File: config.mk
export PLATFORM = sky130hd
export DESIGN_NAME = a2bus_write_capture
export DESIGN_NICKNAME = d
export VERILOG_FILES = /design/src/rtl/a2bus_write_capture.sv
export SDC_FILE = /design/constraint.sdc
export NUM_CORES = 1
export LEC_CHECK = 0
export BUFFER_PORTS_ARGS = -buffer_cell sky130_fd_sc_hd__buf_2
export CAP_MARGIN = 30
export CORE_MARGIN = 5
export CORE_UTILIZATION = 50
export DETAILED_ROUTE_END_ITERATION = 6
export GPL_TIMING_DRIVEN = 0
export PLACE_DENSITY_LB_ADDON = 0.08
export SLEW_MARGIN = 15
export SYNTH_ARGS = -nofsm -noshare
export SYNTH_HDL_FRONTEND = slang
export SYNTH_SLANG_ARGS = --single-unit
File: constraint.sdc
create_clock -name clk_logic -period 4.9 [get_ports clk_logic]
set_input_delay 0.98 -clock clk_logic [delete_from_list [all_inputs] [get_ports clk_logic]]
set_output_delay 0.98 -clock clk_logic [all_outputs]
set_load 0.01 [all_outputs]
File: src/rtl/a2bus_write_capture.sv
// a2bus_write_capture
// Queues sampled Apple II bus cycles whose address falls inside a configured
// window into a show-ahead FIFO, so card logic can service them later over a
// valid/ready handshake instead of inside the strobe cycle.
//
// Ports:
//   clk_logic, device_reset_n    : logic clock, async active-low reset
//   data_in_strobe_i             : one-cycle pulse, addr_i/data_i/rw_n_i valid
//   addr_i, data_i, rw_n_i       : sampled bus cycle
//   evt_valid_o/evt_ready_i      : head-entry handshake
//   evt_addr_o/data_o/rw_n_o     : head entry fields (zero/1 while empty)
//   level_o                      : entry count 0..DEPTH
//   overflow_o, overflow_clr_i   : sticky drop flag and its clear
//   drop_count_o                 : saturating drop counter
//
// Optional feature: define A2BUS_CAPTURE_DROP_COUNT_EN to build the 16-bit
// drop counter; otherwise drop_count_o is tied to zero.
module a2bus_write_capture #(
  parameter int          DEPTH         = 16,
  parameter logic [15:0] ADDR_MATCH    = 16'hC0B0,
  parameter logic [15:0] ADDR_MASK     = 16'hFFF0,
  parameter bit          CAPTURE_READS = 1'b0,
  localparam int         AW            = $clog2(DEPTH)
) (
  input  logic          clk_logic,
  input  logic          device_reset_n,
  input  logic          data_in_strobe_i,
  input  logic [15:0]   addr_i,
  input  logic [7:0]    data_i,
  input  logic          rw_n_i,
  output logic          evt_valid_o,
  input  logic          evt_ready_i,
  output logic [15:0]   evt_addr_o,
  output logic [7:0]    evt_data_o,
  output logic          evt_rw_n_o,
  output logic [AW:0]   level_o,
  output logic          overflow_o,
  input  logic          overflow_clr_i,
  output logic [15:0]   drop_count_o
);

  // Entry layout: {addr[15:0], data[7:0], rw_n}
  logic [24:0] mem_q [DEPTH];

  logic [AW:0] wr_ptr_q, wr_ptr_d;
  logic [AW:0] rd_ptr_q, rd_ptr_d;
  logic        overflow_q, overflow_d;

  logic qualify, empty, full, push, pop, drop;
  logic [24:0] head;

  always_comb begin
    qualify = data_in_strobe_i &&
              ((addr_i & ADDR_MASK) == ADDR_MATCH) &&
              (!rw_n_i || CAPTURE_READS);
    empty   = (wr_ptr_q == rd_ptr_q);
    full    = (wr_ptr_q[AW] != rd_ptr_q[AW]) &&
              (wr_ptr_q[AW-1:0] == rd_ptr_q[AW-1:0]);
    // pop depends only on registered state plus ready; it never feeds the
    // head outputs combinationally.
    pop     = !empty && evt_ready_i;
    // A full FIFO still accepts a push when the head leaves in the same cycle.
    push    = qualify && (!full || pop);
    drop    = qualify && full && !pop;

    wr_ptr_d = push ? wr_ptr_q + 1'b1 : wr_ptr_q;
    rd_ptr_d = pop  ? rd_ptr_q + 1'b1 : rd_ptr_q;

    // Set beats clear.
    overflow_d = overflow_q;
    if (overflow_clr_i) overflow_d = 1'b0;
    if (drop)           overflow_d = 1'b1;
  end

  always_ff @(posedge clk_logic or negedge device_reset_n) begin
    if (!device_reset_n) begin
      wr_ptr_q   <= '0;
      rd_ptr_q   <= '0;
      overflow_q <= 1'b0;
    end else begin
      wr_ptr_q   <= wr_ptr_d;
      rd_ptr_q   <= rd_ptr_d;
      overflow_q <= overflow_d;
    end
  end

  // Storage is not reset: emptiness is defined by the pointers alone, and
  // head outputs are forced to their idle values while empty.
  always_ff @(posedge clk_logic) begin
    if (push) mem_q[wr_ptr_q[AW-1:0]] <= {addr_i, data_i, rw_n_i};
  end

  always_comb begin
    head        = mem_q[rd_ptr_q[AW-1:0]];
    evt_valid_o = !empty;
    evt_addr_o  = empty ? 16'h0000 : head[24:9];
    evt_data_o  = empty ? 8'h00    : head[8:1];
    evt_rw_n_o  = empty ? 1'b1     : head[0];
    level_o     = wr_ptr_q - rd_ptr_q;
    overflow_o  = overflow_q;
  end

`ifdef A2BUS_CAPTURE_DROP_COUNT_EN
  logic [15:0] drop_cnt_q, drop_cnt_d;

  always_comb begin
    drop_cnt_d = drop_cnt_q;
    if (overflow_clr_i) begin
      // A drop coinciding with the clear counts as the first new drop.
      drop_cnt_d = drop ? 16'h0001 : 16'h0000;
    end else if (drop && drop_cnt_q != 16'hFFFF) begin
      drop_cnt_d = drop_cnt_q + 16'h0001;
    end
  end

  always_ff @(posedge clk_logic or negedge device_reset_n) begin
    if (!device_reset_n) drop_cnt_q <= 16'h0000;
    else                 drop_cnt_q <= drop_cnt_d;
  end

  assign drop_count_o = drop_cnt_q;
`else
  assign drop_count_o = 16'h0000;
`endif

endmodule

==> results of run 1 <==
[Yosys cell counts (all sizes together), types with 2 or more instances]
cell,n
nor2b,5
or4,2
nand3,9
mux4,99
dfrtp,11
xnor2,9
or4b,2
nor2,5
clkbuf,11
mux2i,24
and3,15
a21oi,2
edfxtp,400
nand2,5
a22oi,23
xor2,2
inv,12
and2,3
nor3,2
mux2,4
ha,9
o21ai,24
a21o,2
buf,40
[power by group]
group | total, mW | leakage (nW) | switching (mW) | internal (mW)
sequential | 3.91 | 3.73 | 0.0360 | 3.88
clock | 3.18 | 0.679 | 1.27 | 1.91
combinational | 2.80 | 1.86 | 1.54 | 1.26
total | 9.89 | 6.27 | 2.85 | 7.04
[logic make-up after synthesis]
| logic type | Yosys count | share of synthesized area |
|---|---|---|
| flops | 411 | 0.764 |
| mux | 127 | 0.156 |
| buf+inv | 63 | 0.0211 |
| compound gates | 58 | 0.0233 |
| simple gates | 52 | 0.0205 |
| xor+xnor | 11 | 0.00599 |
| fa+ha+maj | 10 | 0.00825 |
| other cells | 1 | 0.000233 |
[state kept, by name, summed over array words and instances (netlist names)]
signal      count
rd_ptr_q        5
overflow_o      1
mem_q         400
wr_ptr_q        5
[worst paths after layout]
path                                          from                      end  slack (ns)
setup / recovery           rd_ptr_q[1]$_DFFE_PN0P_            evt_data_o[5]        0.26
hold / removal                      device_reset_n  wr_ptr_q[1]$_DFFE_PN0P_        0.33
setup reg to reg           rd_ptr_q[1]$_DFFE_PN0P_   mem_q[3][14]$_DFFE_PP_        0.94
hold reg to reg             overflow_o$_DFFE_PN0P_   overflow_o$_DFFE_PN0P_        0.53
max in group asynchronous           device_reset_n  rd_ptr_q[3]$_DFFE_PN0P_        4.35
min in group clk_logic      overflow_o$_DFFE_PN0P_   overflow_o$_DFFE_PN0P_        0.53
[worst register-to-register path, stage by stage, from the launching register on]
cell and delay, ns:
dfrtp_1 0.43, buf_2 0.23, buf_4 0.27, buf_2 0.29
inv_1 0.12, ha_1 0.33, and4_1 0.19, nand3_1 0.13
nand3_1 0.22, nor3_2 0.68, buf_4 0.33, buf_4 0.24
buf_4 0.23
[metal layers]
metal,wire [um],track usage,vias to the layer above
met4,826,0.0520,0
met2,18600,0.352,235
met3,2030,0.0312,65
li1,-,-,3314
met1,14900,0.288,4046
met5,0,0,-
[area by class of cell]
type                       count  area (um2)
fill                        2280       13000
sequential                   411       12300
multi-input combinational    274        3540
clock buffer                  51        1130
timing repair buffer          75         592
tap                          402         503
buffer                        50         307
clock inverter                26         260
inverter                      12        45.0
antenna                        1        2.50
[through the flow]
step | util | hold slack, ns | power (mW)
floorplan | - | 0.483 | 5.83
detailed placement | 0.545 | 0.524 | 6.81
finish | 0.590 | 0.329 | 9.89
global route | 0.590 | 0.334 | 10.3
CTS | 0.590 | 0.324 | 9.99
global placement | 0.536 | 0.502 | 6.78
[timing repair]
action	CTS	global route
resized for setup	8	7
setup endpoints to repair	23	20
hold buffers	0	0
==> results by group, run 1 <==
Finish
  • P&R area growth vs syn: 16.1%
  • Non-filler instance count after layout: 1302
  • Commonest non-fill, non-tap cell in the layout: edfxtp_1
  • Finished Cell Area: 18700 um2
  • Final #Nets: 908
  • Most frequent cells in the layout: 400 x edfxtp_1, 99 x mux4_2, 81 x buf_2
  • Share of layout cells above drive strength 1: 0.336

Route
  • Average wire per standard cell: 28.0 um
  • DRT Pass-1 Iters: 5
  • Via count: 7660
  • Drc violations: 0
  • ANT nets after route: 0
  • DRT iter0 DRCs: 636
  • Vias/cell: 5.88
  • Total Wirelength: 36.4 mm

Job
  • Max-cap violations: 0

Die
  • Die extent in y: 189 um
  • Core area: 31600 um2
  • Initial Util: 0.508
  • Die width: 189 um
  • IO Count: 78
  • Die area: 35800 um2
  • # rows: 65

Clock network
  • Clock Tree Buf Depth: 3
  • CTS HTree Levels: 2
  • CTS root buf: clkbuf_16
  • Worst skew pair latency: 0.53 ns
  • CTS Sinks: 411
  • Clock-pin slew on the worst setup and hold paths: 0.06 ns
  • Post-CTS setup buffer count: 0
  • CTS tree: yes
  • Inserted Clock Buffers: 44

STA
  • Achievable Freq: 0.216 GHz
  • Final Setup Violations: 0
  • Slew margin rel.: 0.368
  • Tmin final: 4.64 ns
  • Worst-Margin Slew: 0.948 ns
  • Clk_skew: 0.0171 ns
  • Setup total negative slack: 0 ns
  • Final critical-path setup slack: 0.260 ns
  • Max-slew violation count: 0
  • RSZ-0062 raised after global routing: no
  • Period utilization: 0.947
  • Final Hold Viols: 0

Synthesis
  • Seq/Total Area, Yosys: 0.764
  • Register bit total from synthesis: 411
  • Top FF cell, synth: edfxtp_1
  • Yosys top cell by area: edfxtp_1
  • Synth Instances: 733
  • Ys async rst share: 0.0268
  • Warnings from Yosys: 0
  • EDFF count, synth: 400
  • Top-area cell type share of the netlist area: 0.747
  • Unique masters post-synth: 44
  • Syn Area/Cell: 21.9 um2
  • Ranking of synthesized cells by area: edfxtp_1 75%, mux4_2 14%, dfrtp_1 1.7%, mux2i_1 1.5%, a22oi_1 1.1%
  • Area of the mapped netlist: 16100 um2

Setup path
  • Crit path largest cell delay: 0.43 ns
  • Buf+Inv Stages, Crit Path: 7
  • Critical path endpoint category: output port
  • Most numerous cell on the critical path: buf_2
  • Crit path kind: reg -> out
  • Worst Path Required: 3.92 ns
  • CP Depth: 12
  • Slowest-stage cell, CP: dfrtp_1
  • Critical path launch point type: register
  • Crit-path cells: buf_2 > buf_4 > buf_2 > inv_1 > ha_1 > nand4_1 > nor2_2 > inv_1 > nand2_2 > clkbuf_4 > o21ai_0 > buf_2
  • WP data arrival: 3.66 ns
  • Crit path max fanout: 10
  • Reg2reg path depth: 12
  • CP top delay family: buffers and inverters

Placed design
  • Gp weighted congestion: 0.767
  • DP Wirelength: 22.7 mm
  • Port-buffer cells: 61
  • DP Area: 17300 um2
  • Cells after DPL: 1225
  • Pre-CTS setup slack: -0.301 ns

Pwr
  • Worst IR Drop VDD: 0.000318 V
  • Leak Pwr: 6.27 nW
  • Pwr dens: 530 nW/um2

Global routing
  • Vias in the first global route: 8260
  • GRT Util Overall: 0.207
  • Global route overflow: 0
  • Initial antenna violation count: 0
  • Largest net degree at the start of global routing: 26
  • First-pass GRT wire length: 54.2 mm

Run status
  • Outcome: finished, final reports clean

Worst hold path
  • Hold Path Class: in -> async
No activity file was read; power rests on OpenSTA's default activity.
==> run 2: changes to the inputs <==
--- a/config.mk
+++ b/config.mk
@@ -11,7 +11,7 @@
 export CORE_UTILIZATION = 50
 export DETAILED_ROUTE_END_ITERATION = 6
 export GPL_TIMING_DRIVEN = 0
-export PLACE_DENSITY_LB_ADDON = 0.08
+export PLACE_DENSITY = 0.64
 export SLEW_MARGIN = 15
 export SYNTH_ARGS = -nofsm -noshare
 export SYNTH_HDL_FRONTEND = slang
==> run 2 against run 1 <==
Utilization fell by 0.43 points. First-iteration DRC count fell by 7.4%. Clock power fell by 5%. Setup slack got worse by 0.099 ns. Worst hold slack got worse by 0.0033 ns. Critical path depth fell by 2. Largest power group unchanged.
==> results by group, run 2 (synthesized netlist as in run 1, its figures left out) <==
Route
  • Vias/cell: 5.95
  • Drc violations: 0
  • ANT nets after route: 0
  • Average wire per standard cell: 27.1 um
  • Via count: 7724
  • Total Wirelength: 35.2 mm
  • DRT Pass-1 Iters: 5
  • DRT iter0 DRCs: 589

Global routing
  • First-pass GRT wire length: 52.1 mm
  • Met2 GRT Util: 0.340
  • Vias in the first global route: 8206
  • GRT Util Overall: 0.198
  • Initial antenna violation count: 2
  • Largest net degree at the start of global routing: 26
  • Global route overflow: 0
  • Busiest layer in global routing: met2
  • Met1 Usage GRT: 0.268
  • Met3 usage: 0.0319

Setup path
  • Crit path max fanout: 10
  • Critical path endpoint category: output port
  • Worst Path Required: 3.92 ns
  • Critical path launch point type: register
  • Reg2reg path depth: 8
  • R2r setup slk: 1.38 ns
  • WP data arrival: 3.76 ns
  • Crit path kind: reg -> out

Clock network
  • Clock Tree Buf Depth: 3
  • CTS tree: yes
  • CTS Sinks: 411
  • Inserted Clock Buffers: 42
  • Post-CTS setup buffer count: 0
  • CTS HTree Levels: 2
  • Clock-pin slew on the worst setup and hold paths: 0.06 ns
  • CTS root buf: clkbuf_16
  • Worst skew pair latency: 0.53 ns

Die
  • # rows: 65
  • IO Count: 78
  • Initial Util: 0.508
  • Die extent in y: 189 um
  • Die area: 35800 um2
  • Die width: 189 um
  • Core area: 31600 um2

Finish
  • Share of layout cells above drive strength 1: 0.337
  • Most frequent cells in the layout: 400 x edfxtp_1, 99 x mux4_2, 80 x buf_2
  • P&R area growth vs syn: 15.2%
  • Commonest non-fill, non-tap cell in the layout: edfxtp_1
  • N_diodes: 0
  • Max reg flops: 400
  • Fillers: 2289
  • Final #Nets: 904

Pwr
  • Leak Pwr: 6.21 nW
  • Worst IR Drop VDD: 0.000374 V
  • Power, Total: 9.71 mW
  • Pwr dens: 524 nW/um2

STA
  • Final critical-path setup slack: 0.161 ns
  • Final Hold Viols: 0
  • Tmin final: 4.74 ns
  • Period utilization: 0.967
  • Final Setup Violations: 0
  • RSZ-0062 raised after global routing: no
  • Achievable Freq: 0.211 GHz
  • Max-slew violation count: 0
  • Clk_skew: 0.0136 ns
  • Slew margin rel.: 0.385
  • Worst-Margin Slew: 0.923 ns

Run status
  • Outcome: finished, final reports clean

Job
  • Max-cap violations: 0

Placed design
  • DP Wirelength: 21.3 mm
  • Gp weighted congestion: 0.787
  • Port-buffer cells: 61
  • Pre-CTS setup slack: -0.299 ns

Worst hold path
  • Hold Path Class: in -> async
run 2: changes by cell type in the layout (fill, tap and decap cells not counted), moves of 2 or more:
cell       before  now
buf_12          3    9
clkinv_1       13   10
buf_4          22   20
buf_16          7    1
bufinv_16       5    3
clkinv_2        5   10
run 2: repair_timing:
item                                    in CTS  in global routing
endpoints found under the setup margin      23                 20
hold buffers                                 0                  0
pin swaps                                    0                  0
resized for setup                            9                  5
run 2: area by class of cell:
cell class | instances | area (um2) | area share
buffer | 49 | 302 | 0.0163
clock buffer | 50 | 1100 | 0.0595
clock inverter | 26 | 203 | 0.0109
inverter | 12 | 45.0 | 0.00243
multi-input combinational | 274 | 3540 | 0.191
sequential | 411 | 12300 | 0.663
tap | 402 | 503 | 0.0272
timing repair buffer | 74 | 539 | 0.0291
run 2: worst max-delay path: stages, from the launching register on:
cell and delay [ns]:
dfrtp_1 0.61, clkbuf_2 0.40, inv_1 0.19, ha_1 0.37, nand4_1 0.25, nor2_4 0.09, inv_1 0.16, nand2_1 0.23
clkbuf_4 0.30, o21ai_0 0.41, buf_2 0.22
run 2: metal layers:
metal  vias up  share of wire
li1       3311              -
met1      4073           0.41
met2       281           0.51
met3        55          0.060
met4         4          0.021
met5         -        0.00060
run 2: worst paths after layout:
| check | from | end |
|---|---|---|
| max | rd_ptr_q[3]$_DFFE_PN0P_ | evt_data_o[0] |
| min | device_reset_n | wr_ptr_q[4]$_DFFE_PN0P_ |
| max reg2reg | rd_ptr_q[3]$_DFFE_PN0P_ | mem_q[3][18]$_DFFE_PP_ |
| min reg2reg | rd_ptr_q[4]$_DFFE_PN0P_ | rd_ptr_q[4]$_DFFE_PN0P_ |
| max in group asynchronous | device_reset_n | wr_ptr_q[0]$_DFFE_PN0P_ |
| min in group clk_logic | rd_ptr_q[4]$_DFFE_PN0P_ | rd_ptr_q[4]$_DFFE_PN0P_ |
run 2: power breakdown:
| group | internal [mW] | switching [mW] | leakage (nW) |
|---|---|---|---|
| registers | 3.88 | 0.0329 | 3.73 |
| logic | 1.25 | 1.53 | 1.83 |
| clock network | 1.76 | 1.25 | 0.645 |
run 2: metrics by stage:
step	hold WS, ns	cell area, um2	setup TNS (ns)	util	std cells
finish	0.326	18500	0	0.586	1298
global route	0.330	18500	0	0.586	1298
CTS	0.309	18500	0	0.585	1299
detailed placement	0.517	17200	-3.38	0.544	1224
global placement	0.503	16900	-63.89	0.536	1211
floorplan	0.483	16100	0	-	748
==> run 3: changes to the inputs <==
--- a/config.mk
+++ b/config.mk
@@ -11,7 +11,7 @@
 export CORE_UTILIZATION = 50
 export DETAILED_ROUTE_END_ITERATION = 6
 export GPL_TIMING_DRIVEN = 0
-export PLACE_DENSITY = 0.64
+export PLACE_DENSITY = 0.67
 export SLEW_MARGIN = 15
 export SYNTH_ARGS = -nofsm -noshare
 export SYNTH_HDL_FRONTEND = slang
==> constraint.sdc (replaced) <==
create_clock -name clk_logic -period 4.1 [get_ports clk_logic]
set_input_delay 0.82 -clock clk_logic [delete_from_list [all_inputs] [get_ports clk_logic]]
set_output_delay 0.82 -clock clk_logic [all_outputs]
set_load 0.01 [all_outputs]
==> run 3 against run 2 <==
Critical path depth grew 2. Sequential power grew 20%. Global-route usage decreased by 0.15 points. Clock skew down 0.0051 ns. Critical path type unchanged. Largest power group unchanged.
==> results by group, run 3 (synthesized netlist as in run 1, its figures left out) <==
Finish
  • Fillers: 2234
  • Finished Cell Area: 18700 um2
  • Commonest non-fill, non-tap cell in the layout: edfxtp_1
  • Most frequent cells in the layout: 400 x edfxtp_1, 99 x mux4_2, 79 x buf_2
  • N_diodes: 0
  • Max reg flops: 400
  • Share of layout cells above drive strength 1: 0.346
  • P&R area growth vs syn: 16.3%
  • Final #Nets: 907

Route
  • Vias/cell: 5.95
  • Via count: 7730
  • DR WL met3: 2.31 mm
  • Met1 wire length: 14.0 mm
  • Average wire per standard cell: 27.2 um
  • DRT Pass-1 Iters: 5
  • Drc violations: 0
  • DRT iter0 DRCs: 885
  • Total Wirelength: 35.3 mm
  • Met2 WL: 18.3 mm
  • ANT nets after route: 0
  • Top Layer Used: met5

Clock network
  • CTS root buf: clkbuf_16
  • Inserted Clock Buffers: 42
  • CTS tree: yes
  • CTS Sinks: 411
  • Worst skew pair latency: 0.52 ns
  • CTS HTree Levels: 2
  • Clock Tree Buf Depth: 3
  • CTS Hold Bufs: 0
  • Clock-pin slew on the worst setup and hold paths: 0.06 ns

Setup path
  • CP top delay family: buffers and inverters
  • Crit path kind: reg -> out
  • Most numerous cell on the critical path: inv_1
  • Critical path launch point type: register
  • Critical path endpoint category: output port
  • Slowest-stage cell, CP: dfrtp_1
  • Worst Path Required: 3.28 ns
  • WP data arrival: 3.13 ns
  • Reg2reg path depth: 10
  • Crit-path cells: clkbuf_4 > buf_12 > inv_1 > ha_1 > nand4_1 > buf_4 > nor2_4 > inv_1 > nand2_2 > clkbuf_8 > o21ai_1 > buf_2
  • Crit path max fanout: 19
  • FF-to-FF Start: rd_ptr_q[1]$_DFFE_PN0P_
  • Buf+Inv Stages, Crit Path: 7
  • R2r setup slk: 0.94 ns
  • R2R Path End: mem_q[3][13]$_DFFE_PP_
  • Crit path largest cell delay: 0.41 ns

STA
  • Clk_skew: 0.00848 ns
  • Achievable Freq: 0.253 GHz
  • Worst-Margin Slew: 1.04 ns
  • Hold slack: 0.162 ns
  • Slew margin rel.: 0.306
  • Period utilization: 0.963
  • Final Setup Violations: 0
  • Max-slew violation count: 0
  • Setup total negative slack: 0 ns
  • Tmin final: 3.95 ns
  • Final Hold Viols: 0

Placed design
  • DP Wirelength: 21.6 mm
  • Gp weighted congestion: 0.823
  • DP Area: 17200 um2
  • Port-buffer cells: 61

Global routing
  • Global route overflow: 0
  • Largest net degree at the start of global routing: 26
  • First-pass GRT wire length: 51.5 mm
  • Vias in the first global route: 7978
  • GRT Util Overall: 0.196
  • Initial antenna violation count: 1

Die
  • Initial Util: 0.508
  • Core area: 31600 um2
  • IO Count: 78
  • Die area: 35800 um2
  • # rows: 65
  • Die extent in y: 189 um
  • Die width: 189 um

Job
  • Max-cap violations: 0

Worst hold path
  • Hold Path Class: in -> async

Run status
  • Outcome: finished, final reports clean

Pwr
  • Pwr dens: 633 nW/um2
  • Leak Pwr: 6.27 nW
  • Worst IR Drop VDD: 0.000381 V
==> run 3: changes by cell type in the layout (fill, tap and decap cells not counted), sizes merged <==
cell      previous run  this run
bufinv               3         5
clkinv              20        16
buf                112       116
inv                 14        13
clkinvlp             1         2
==> run 3: what timing repair did <==
item,4_1_cts,5_1_grt
setup endpoints to repair,26,21
hold endpoints to repair,0,0
setup buffers,0,4
pin swaps,0,0
gates resized for setup,24,6
==> run 3: worst max-delay path by stage <==
stage | startpoint | to | slack [ns] | depth (start not counted)
floorplan | addr_i[6] | mem_q[3][0]$_DFFE_PP_ | 0.01 | 4
detailed placement | rd_ptr_q[3]$_DFFE_PN0P_ | evt_addr_o[8] | -0.84 | 11
finish | rd_ptr_q[1]$_DFFE_PN0P_ | evt_addr_o[8] | 0.15 | 12
global placement | rd_ptr_q[3]$_DFFE_PN0P_ | mem_q[3][14]$_DFFE_PP_ | -2.72 | 8
CTS | rd_ptr_q[1]$_DFFE_PN0P_ | evt_addr_o[10] | 0.03 | 10
global route | rd_ptr_q[1]$_DFFE_PN0P_ | evt_addr_o[8] | -0.02 | 11
==> run 3: final cells by class <==
type,count,area (um2),share of cell area
Sequential cell,411,12300,0.657
Multi-Input combinational cell,274,3560,0.190
Clock buffer,51,1110,0.0592
Timing Repair Buffer,78,599,0.0321
Tap cell,402,503,0.0269
Buffer,48,339,0.0181
Clock inverter,24,258,0.0138
Inverter,12,45.0,0.00241
==> run 3: where the power goes <==
part,internal (mW),switching [mW]
Clock,2.24,1.51
Combinational,1.57,1.85
Sequential,4.63,0.0451
Total,8.44,3.40
==> run 3: metrics by stage <==
step	cells	utilization	total power, mW	setup slack [ns]
floorplan	748	-	6.97	0.0116
global placement	1211	0.536	8.07	-2.72
detailed placement	1224	0.545	8.12	-0.844
CTS	1297	0.589	11.9	0.0322
global route	1300	0.591	12.3	-0.0166
finish	1300	0.591	11.8	0.152
==> run 3: routing by layer <==
| metal | vias up | track usage |
|---|---|---|
| li1 | 3308 | - |
| met1 | 4064 | 0.267 |
| met2 | 295 | 0.339 |
| met3 | 61 | 0.0299 |
| met4 | 2 | 0.0484 |
| met5 | - | 0 |
